[src/rtl/alu_pipe_pkg.sv]
// Shared opcode encodings and flag bit positions for the alu_pipe block.
package alu_pipe_pkg;

  localparam logic [2:0] OP_ADD = 3'b000;
  localparam logic [2:0] OP_SUB = 3'b001;
  localparam logic [2:0] OP_AND = 3'b010;
  localparam logic [2:0] OP_OR  = 3'b011;
  localparam logic [2:0] OP_XOR = 3'b100;
  localparam logic [2:0] OP_SLT = 3'b101;
  localparam logic [2:0] OP_SH  = 3'b110;
  localparam logic [2:0] OP_MUL = 3'b111;

  localparam int FLG_N = 3;
  localparam int FLG_Z = 2;
  localparam int FLG_C = 1;
  localparam int FLG_V = 0;

endpackage

[src/rtl/alu_pipe_core.sv]
// Combinational ALU core: {a,b,op} -> {res,flags}.
// Optional multiply on op 111 when ALU_PIPE_MUL_EN is defined.
module alu_pipe_core
  import alu_pipe_pkg::*;
#(
  parameter  int WIDTH = 32,
  localparam int SHW   = $clog2(WIDTH)
) (
  input  logic [WIDTH-1:0] a,
  input  logic [WIDTH-1:0] b,
  input  logic [2:0]       op,
  output logic [WIDTH-1:0] res,
  output logic [3:0]       flags
);

  localparam int MSB = WIDTH - 1;

  logic [SHW-1:0]   w_amt;
  logic [WIDTH:0]   w_sum;
  logic [WIDTH:0]   w_diff;
  logic [WIDTH:0]   w_shl;
  logic [WIDTH:0]   w_shr;
  logic             w_slt;
  logic [WIDTH-1:0] w_res;
  logic             w_c;
  logic             w_v;

  assign w_amt  = b[SHW-1:0];
  assign w_sum  = {1'b0, a} + {1'b0, b};
  assign w_diff = {1'b0, a} + {1'b0, ~b} + {{WIDTH{1'b0}}, 1'b1};
  // One extra bit on each shift catches the last bit shifted out; it stays 0 for amount 0.
  assign w_shl  = {1'b0, a} << w_amt;
  assign w_shr  = {a, 1'b0} >> w_amt;
  assign w_slt  = $signed(a) < $signed(b);

`ifdef ALU_PIPE_MUL_EN
  logic [2*WIDTH-1:0] w_prod;
  assign w_prod = {{WIDTH{1'b0}}, a} * {{WIDTH{1'b0}}, b};
`endif

  always_comb begin
    // NOTE: every output of this block gets a default first, so no path can infer a latch.
    w_res = '0;
    w_c   = 1'b0;
    w_v   = 1'b0;
    case (op)
      OP_ADD: begin
        w_res = w_sum[MSB:0];
        w_c   = w_sum[WIDTH];
        w_v   = (a[MSB] == b[MSB]) && (w_sum[MSB] != a[MSB]);
      end
      OP_SUB: begin
        w_res = w_diff[MSB:0];
        w_c   = w_diff[WIDTH];
        w_v   = (a[MSB] != b[MSB]) && (w_diff[MSB] != a[MSB]);
      end
      OP_AND: w_res = a & b;
      OP_OR:  w_res = a | b;
      OP_XOR: w_res = a ^ b;
      OP_SLT: w_res = {{(WIDTH-1){1'b0}}, w_slt};
      OP_SH: begin
        if (b[MSB]) begin
          w_res = w_shr[WIDTH:1];
          w_c   = w_shr[0];
        end else begin
          w_res = w_shl[MSB:0];
          w_c   = w_shl[WIDTH];
        end
      end
      OP_MUL: begin
`ifdef ALU_PIPE_MUL_EN
        w_res = w_prod[MSB:0];
        w_c   = |w_prod[2*WIDTH-1:WIDTH];
`endif
      end
      default: ;
    endcase
  end

  always_comb begin
    flags        = '0;
    flags[FLG_N] = w_res[MSB];
    flags[FLG_Z] = (w_res == '0);
    flags[FLG_C] = w_c;
    flags[FLG_V] = w_v;
  end

  assign res = w_res;

endmodule

[src/rtl/alu_pipe.sv]
// Two-stage valid/ready pipelined ALU: stage A holds operands, stage B holds results.
// Build option: define ALU_PIPE_MUL_EN to enable the op 111 multiplier.
module alu_pipe
  import alu_pipe_pkg::*;
#(
  parameter int WIDTH = 32
) (
  input  logic             clk,
  input  logic             reset,
  input  logic             in_valid,
  output logic             in_ready,
  input  logic [WIDTH-1:0] a,
  input  logic [WIDTH-1:0] b,
  input  logic [2:0]       op,
  output logic             out_valid,
  input  logic             out_ready,
  output logic [WIDTH-1:0] res,
  output logic [3:0]       flags,
  output logic             busy
);

  logic             r_va;
  logic [WIDTH-1:0] r_a;
  logic [WIDTH-1:0] r_b;
  logic [2:0]       r_op;
  logic             r_vb;
  logic [WIDTH-1:0] r_res;
  logic [3:0]       r_flags;

  logic             w_adv_b;
  logic             w_accept;
  logic [WIDTH-1:0] w_res;
  logic [3:0]       w_flags;

  // An empty stage always loads, so bubbles collapse under backpressure.
  assign w_adv_b  = ~r_vb | out_ready;
  assign in_ready = ~r_va | w_adv_b;
  assign w_accept = in_valid & in_ready;

  alu_pipe_core #(.WIDTH(WIDTH)) u_core (
    .a     (r_a),
    .b     (r_b),
    .op    (r_op),
    .res   (w_res),
    .flags (w_flags)
  );

  // NOTE: sequential state uses non-blocking assignments so every register samples pre-edge values.
  always_ff @(posedge clk or negedge reset) begin
    if (!reset) begin
      r_va <= 1'b0;
      r_a  <= '0;
      r_b  <= '0;
      r_op <= '0;
    end else if (in_ready) begin
      r_va <= in_valid;
      if (in_valid) begin
        r_a  <= a;
        r_b  <= b;
        r_op <= op;
      end
    end
  end

  always_ff @(posedge clk or negedge reset) begin
    if (!reset) begin
      r_vb    <= 1'b0;
      r_res   <= '0;
      r_flags <= '0;
    end else if (w_adv_b) begin
      r_vb <= r_va;
      if (r_va) begin
        r_res   <= w_res;
        r_flags <= w_flags;
      end
    end
  end

  assign out_valid = r_vb;
  assign res       = r_res;
  assign flags     = r_flags;
  assign busy      = r_va | r_vb;

  logic w_unused;
  assign w_unused = w_accept;

endmodule

[config.mk]
export PLATFORM = sky130hd
export DESIGN_NAME = alu_pipe
export DESIGN_NICKNAME = d
export VERILOG_FILES = /design/src/rtl/alu_pipe_pkg.sv /design/src/rtl/alu_pipe_core.sv /design/src/rtl/alu_pipe.sv
export SDC_FILE = /design/constraint.sdc
export NUM_CORES = 1
export LEC_CHECK = 0
export CORE_MARGIN = 1.5
export CORE_UTILIZATION = 59
export DETAILED_ROUTE_END_ITERATION = 8
export PLACE_DENSITY = 0.87
export SLEW_MARGIN = 30
export SYNTH_ARGS = -nofsm -noshare
export SYNTH_HDL_FRONTEND = slang
export SYNTH_SLANG_ARGS = --single-unit
[constraint.sdc]
create_clock -name clk -period 6.1 [get_ports clk]
set_input_delay 0.61 -clock clk [delete_from_list [all_inputs] [get_ports clk]]
set_output_delay 0.61 -clock clk [all_outputs]
set_load 0.005 [all_outputs]
Word level (Yosys, flattened, before mapping)
Cells that the tools add are included.
{"block": "totals", "out_inout_bits": 39, "regBits": 105}
{"block": "op_classes", "shifts": 2, "n_reduce_logical": 6, "add_sub_neg": 3, "magnitude_cmp": 1, "n_eq_ne": 10, "bitwise_logic": 9, "muxes": 5}
{"cell": "32-bit case mux with 7 select lines", "n": 1}
{"cell": "32-bit by 32-bit adder with 33-bit output", "n": 2}
{"cell": "33-bit by 1-bit adder with 33-bit output, second input constant", "n": 1}
{"cell": "32-bit by 5-bit left shift with 33-bit output", "n": 1}
{"cell": "33-bit by 5-bit right shift with 33-bit output", "n": 1}
{"cell": "32-bit AND", "n": 1}
{"cell": "32-bit logical NOT", "n": 1}
{"cell": "32-bit < comparator", "n": 1}
{"cell": "32-bit 2-to-1 mux", "n": 1}
{"cell": "32-bit inverter", "n": 1}
{"cell": "32-bit OR", "n": 1}
{"cell": "32-bit bitwise XOR", "n": 1}
{"cell": "3-bit == test, second input constant", "n": 3}
{"cell": "3-bit by 2-bit == test with 1-bit output, second input constant", "n": 2}
{"cell": "2-bit AND reduction", "n": 2}
{"cell": "3-bit by 1-bit == test with 1-bit output, second input constant", "n": 1}
{"cell": "3-bit logical NOT", "n": 1}
{"cell": "1-bit != test", "n": 3}
{"cell": "1-bit OR", "n": 3}
{"cell": "1-bit case mux with 3 select lines", "n": 1}
{"cell": "1-bit logical AND", "n": 2}
{"cell": "1-bit inverter", "n": 2}
{"cell": "1-bit case mux with 2 select lines", "n": 1}
{"cell": "1-bit == test", "n": 1}
{"cell": "1-bit 2-to-1 mux", "n": 1}

Logic depth before layout (Yosys ltp)
{"block": "logic_depth", "word_depth": 6, "ltp_mapped": 18, "mapped_depth_nobuf": 14}

Cells and area by module
Synthesis repeated with hierarchy kept, for this count alone.
{"block": "unflattened", "cells_unflattened": 1608, "hier_area_um2": 13649.3}
{"mod": "alu_pipe_core", "cells_per_inst": 1383, "area_each_um2": 9550.4, "seq_area_each_um2": 0.0, "n_inst": 1}
{"mod": "alu_pipe", "cells_per_inst": 225, "area_each_um2": 4098.9, "seq_area_each_um2": 2627.5, "n_inst": 1}

Least setup slack after synthesis
OpenSTA, ideal clock, no wires.
{"block": "synth_path", "path_kind": "reg2reg", "start": "register r_b[3]", "end": "register r_flags[2] (netlist: flags[2])", "path_slack_ps": 1745, "stages_incl_launch_ff": 18, "arrival_ps": 4251, "period_less_slack_ps": 4355, "path_cell_list": "dfrtp_1 inv_1 clkbuf_1 clkbuf_1 clkbuf_1 ha_1 buf_2 nor2_4 nand3_4 a211oi_4 a2111oi_2 nor4_4 a31oi_2 or4_4 a221oi_2 and4b_1 nand4_1 o41ai_2"}
{"block": "synth_between", "elab_chain_len": 5}
{"element": "start, declared", "line_no": "alu_pipe.sv:24", "source": "logic [WIDTH-1:0] r_b;"}
{"element": "start signal, assigned", "line_no": "alu_pipe.sv:53", "source": "r_b <= '0;"}
{"element": "start signal, assigned", "line_no": "alu_pipe.sv:59", "source": "r_b <= b;"}
{"element": "32-bit inverter", "line_no": "alu_pipe_core.sv:30", "source": "assign w_diff = {1'b0, a} + {1'b0, ~b} + {{WIDTH{1'b0}}, 1'b1};"}
{"element": "32-bit by 32-bit adder with 33-bit output", "line_no": "alu_pipe_core.sv:30"}
{"element": "33-bit by 1-bit adder with 33-bit output", "line_no": "alu_pipe_core.sv:30"}
{"element": "32-bit case mux with 7 select lines (*)", "line_no": "alu_pipe_core.sv:46", "source": "case (op)"}
{"element": "32-bit logical NOT (*)", "line_no": "alu_pipe_core.sv:83", "source": "flags[FLG_Z] = (w_res == '0);"}
{"element": "end signal, assigned", "line_no": "alu_pipe.sv:74", "source": "r_flags <= w_flags;"}
{"element": "end, declared", "line_no": "alu_pipe.sv:28", "source": "logic [3:0] r_flags;"}
Mark *: on every way between the ends. The rest lies on a longest branch, timed or not.
A chain may end at the register's enable or synchronous reset.

Final worst setup path
{"block": "layout_path", "start": "register r_a[6]", "end": "register r_res[31] (netlist: res[31])"}
{"block": "layout_between", "elab_chain_len": 3}
{"element": "start, declared", "line_no": "alu_pipe.sv:23", "source": "logic [WIDTH-1:0] r_a;"}
{"element": "start signal, assigned", "line_no": "alu_pipe.sv:52", "source": "r_a <= '0;"}
{"element": "start signal, assigned", "line_no": "alu_pipe.sv:58", "source": "r_a <= a;"}
{"element": "32-bit by 32-bit adder with 33-bit output (tied with other cells)", "line_no": "alu_pipe_core.sv:30"}
{"element": "33-bit by 1-bit adder with 33-bit output / 32-bit 2-to-1 mux (equally long branches)", "line_no": "alu_pipe_core.sv:30, alu_pipe_core.sv:62"}
{"element": "32-bit case mux with 7 select lines (*)", "line_no": "alu_pipe_core.sv:46"}
{"element": "end signal, assigned", "line_no": "alu_pipe.sv:73", "source": "r_res <= w_res;"}
{"element": "end, declared", "line_no": "alu_pipe.sv:27", "source": "logic [WIDTH-1:0] r_res;"}
Marks and branches as above.

==> results.sh <==
export IMPL_status="finished, final reports clean"
export IMPL_dieArea_um2=23800
export IMPL_synth_edf_count=0
export IMPL_required_ns=6.40
export IMPL_rows=55
export IMPL_critPathKind="flop to flop"
export IMPL_ys_warn_count=0
export IMPL_rsz0062_at_grt="false"
export IMPL_dieHeight_um=154
export IMPL_cts_buffers_inserted=9
export IMPL_synth_async_reset_ratio=1.00
export IMPL_max_cap_violations=0
export IMPL_p_leak_nw=6.05
export IMPL_start_kind="flop"
export IMPL_netlist_instances=1607
export IMPL_finalCritPeriodShare=0.879
export IMPL_synth_ff_type="dfrtp_1"
export IMPL_cpPeakStageDelay_ns=0.77
export IMPL_coreArea_um2=22500
export IMPL_drtIter0Drc=2325
export IMPL_fin_nets=1796
export IMPL_final_antenna_net_count=0
export IMPL_ys_ff_latch=104
export IMPL_place_congestion=1.21
export IMPL_cts_buffer_depth=2
export IMPL_p_total_w=0.00495
export IMPL_clock_skew_ns=0.0178
export IMPL_worstPathArrival_ns=5.66
export IMPL_ctsResizeCount=0
export IMPL_clock_latency_ns=0.37
export IMPL_rr_worst_depth=13
export IMPL_cts_sinks=104
export IMPL_critPathMaxFanout=12
export IMPL_cts_tree="done"
export IMPL_initial_core_util=0.599
export IMPL_synthSimpleGateAreaFrac=0.167
export IMPL_slew_headroom=0.296
export IMPL_drive_gt1_frac=0.152
export IMPL_synth_area_per_cell_um2=8.39
export IMPL_cts_setup_buffers=0
export IMPL_area_growth_synth_to_final_pct=10.0
export IMPL_r2r_start="r_a[6]"
export IMPL_grt_max_degree=79
export IMPL_hold_buffers=0
export IMPL_worst_path_stages=13
export IMPL_power_density_nw_per_um2=334
export IMPL_ir_worst_vdd_mv=0.193
export IMPL_finalSetupViolCount=0
export IMPL_ioPinCount=110
export IMPL_via_per_inst=7.54
export IMPL_synth_distinct_cells=101
export IMPL_tightest_slew_ns=1.03
export IMPL_setup_tns_ns=0
export IMPL_synth_top_family_by_area="compound AO/OA/AOI/OAI gates"
export IMPL_hold_viol=0
export IMPL_synth_compound_area_frac=0.256
export IMPL_cts_htree_levels=3
export IMPL_period_needed_ns=5.36
export IMPL_root_buffer="clkbuf_16"
export IMPL_synthMuxAreaShare=0.200
export IMPL_max_clock_freq_ghz=0.187
export IMPL_final_design_area_no_fill_um2=14800
export IMPL_hold_class="primary input to async pin"
export IMPL_firstDrtPassIters=7
export IMPL_hpwl_um=41600
export IMPL_syn_area_um2=13500
export IMPL_place_area_um2=14500
export IMPL_synth_xor_area_share=0.0117
export IMPL_die_w_um=154
export IMPL_syn_num_nets=1779
export IMPL_crit_path_end_kind="flop"
export IMPL_via_count=14400
export IMPL_grt_pass1_vias=13500
export IMPL_portBuffers=109
export IMPL_grt_pass1_wl_um=84100
export IMPL_synth_fa_ha_area_frac=0.0948
export IMPL_wirelength_um=55800
export IMPL_crit_buf_inv=1
export IMPL_rrSetupSlack_ns=0.74
export IMPL_yosysSeqAreaShare=0.193
export IMPL_track_usage=0.467
export IMPL_slew_violations=0
export IMPL_antenna_found_initial=0
export IMPL_timing_rr_end="res[31]"
export IMPL_crit_family="compound AO/OA/AOI/OAI gates"
export IMPL_drcViolationCount=0
export IMPL_crit_slowest_cell="o21ai_0"
export IMPL_wl_per_cell_um=29.1
export IMPL_cts_reportedPaths_clkPinSlew_ns=0.08
export IMPL_grt_overflow=0
export IMPL_crit_chain="inv_1, ha_1, a21oi_1, o2bb2ai_1, and2_1, o31ai_1, a211oi_1, a311oi_1, o31ai_1, a21oi_1, a211oi_1, o21ai_0, mux2_2"
## logic make-up after synthesis
group | after synthesis
flops | 104
mux | 194
compound gates | 497
simple gates | 457
xor+xnor | 18
buf+inv | 236
fa+ha+maj | 101
## worst max-delay path by stage
stage	startpoint	to	slack (ns)
finish	r_a[6]	res[31]	0.74
global placement	r_a[6]	res[31]	1.39
floorplan	r_b[3]	flags[2]	1.75
global route	r_a[10]	flags[2]	0.73
CTS	r_a[6]	res[31]	1.34
detailed placement	r_a[6]	res[31]	1.39
## layout make-up
cell class	instances	area [um^2]
fill	1899	7660
timing repair buffer	144	1350
antenna	1	2.50
tap	285	357
sequential	104	2610
clock buffer	11	253
multi-input combinational	1267	9860
clock inverter	5	38.8
inverter	98	368
## sequential cells by signal (all words and copies together) (netlist names)
signal / flops
flags: 3
r_va: 1
res: 32
r_b: 32
r_op: 3
r_a: 32
out_valid: 1
## metal layers
metal / vias to the layer above / global-route usage / share of wire
met3: 260 / 0.141 / 0.16
met5: - / 0 / 0
met4: 0 / 0.197 / 0.056
met2: 1306 / 0.685 / 0.41
li1: 6086 / - / -
met1: 6792 / 0.639 / 0.37
## metrics by stage
stage               hold WS [ns]  setup WS, ns  instances   util
floorplan                  0.314          1.75       1607      -
global placement           0.460          1.39       1898  0.646
detailed placement         0.471          1.39       1898  0.646
CTS                        0.285          1.34       1914  0.659
global route               0.326         0.734       1914  0.659
finish                     0.253         0.740       1915  0.660
## where the power goes
part / internal [W] / leakage [nW] / switching, W / total [W]
Sequential: 0.000850 / 1.24 / 0.000246 / 0.00110
Combinational: 0.00128 / 4.67 / 0.00197 / 0.00324
Clock: 0.000304 / 0.143 / 0.000310 / 0.000614
Total: 0.00243 / 6.05 / 0.00252 / 0.00495
## synth_stat cells, types with 8 or more instances
| library cell | n | area, um^2 |
|---|---|---|
| or2_2 | 12 | 75.1 |
| nor2b_1 | 25 | 156 |
| o221ai_1 | 13 | 114 |
| buf_6 | 9 | 101 |
| xnor2_1 | 15 | 131 |
| o21a_1 | 9 | 67.6 |
| a22oi_1 | 32 | 240 |
| a221oi_1 | 12 | 105 |
| buf_1 | 10 | 37.5 |
| nand4_1 | 14 | 87.6 |
| nand3_1 | 31 | 155 |
| o22ai_1 | 31 | 194 |
| buf_2 | 15 | 75.1 |
| nand2b_1 | 11 | 68.8 |
| and2_1 | 9 | 56.3 |
| and3_1 | 8 | 50.1 |
| inv_1 | 96 | 360 |
| a211oi_1 | 28 | 210 |
| a311oi_1 | 8 | 70.1 |
| o21ai_0 | 78 | 390 |
| o2111ai_1 | 9 | 78.8 |
| mux2i_1 | 43 | 430 |
| a31oi_1 | 22 | 138 |
| mux4_2 | 47 | 1060 |
| a21oi_1 | 104 | 521 |
| a21o_1 | 14 | 105 |
| o31ai_1 | 17 | 128 |
| nor3_1 | 37 | 185 |
| ha_1 | 99 | 1240 |
| nor4_1 | 18 | 113 |
| dfrtp_1 | 104 | 2600 |
| mux2_2 | 100 | 1130 |
| clkbuf_1 | 97 | 364 |
| nor2_1 | 111 | 417 |
| o211ai_1 | 19 | 143 |
| nand2_1 | 140 | 526 |
## layout by cell type, fill, tap and decap left out, types with 14 or more instances in the layout
cell type,netlist,final
a211oi_1,28,28
a21o_1,14,14
a21oi_1,104,104
a22oi_1,32,32
a31oi_1,22,22
buf_4,3,36
clkdlybuf4s50_1,0,108
dfrtp_1,104,101
ha_1,99,99
inv_1,96,95
mux2_2,100,100
mux2i_1,43,43
mux4_2,47,47
nand2_1,140,138
nand3_1,31,31
nand4_1,14,14
nor2_1,111,110
nor2b_1,25,24
nor3_1,37,37
nor4_1,18,18
o211ai_1,19,19
o21ai_0,78,78
o22ai_1,31,31
o31ai_1,17,17
xnor2_1,15,15
Note: power is estimated with default switching activity, not from simulation.
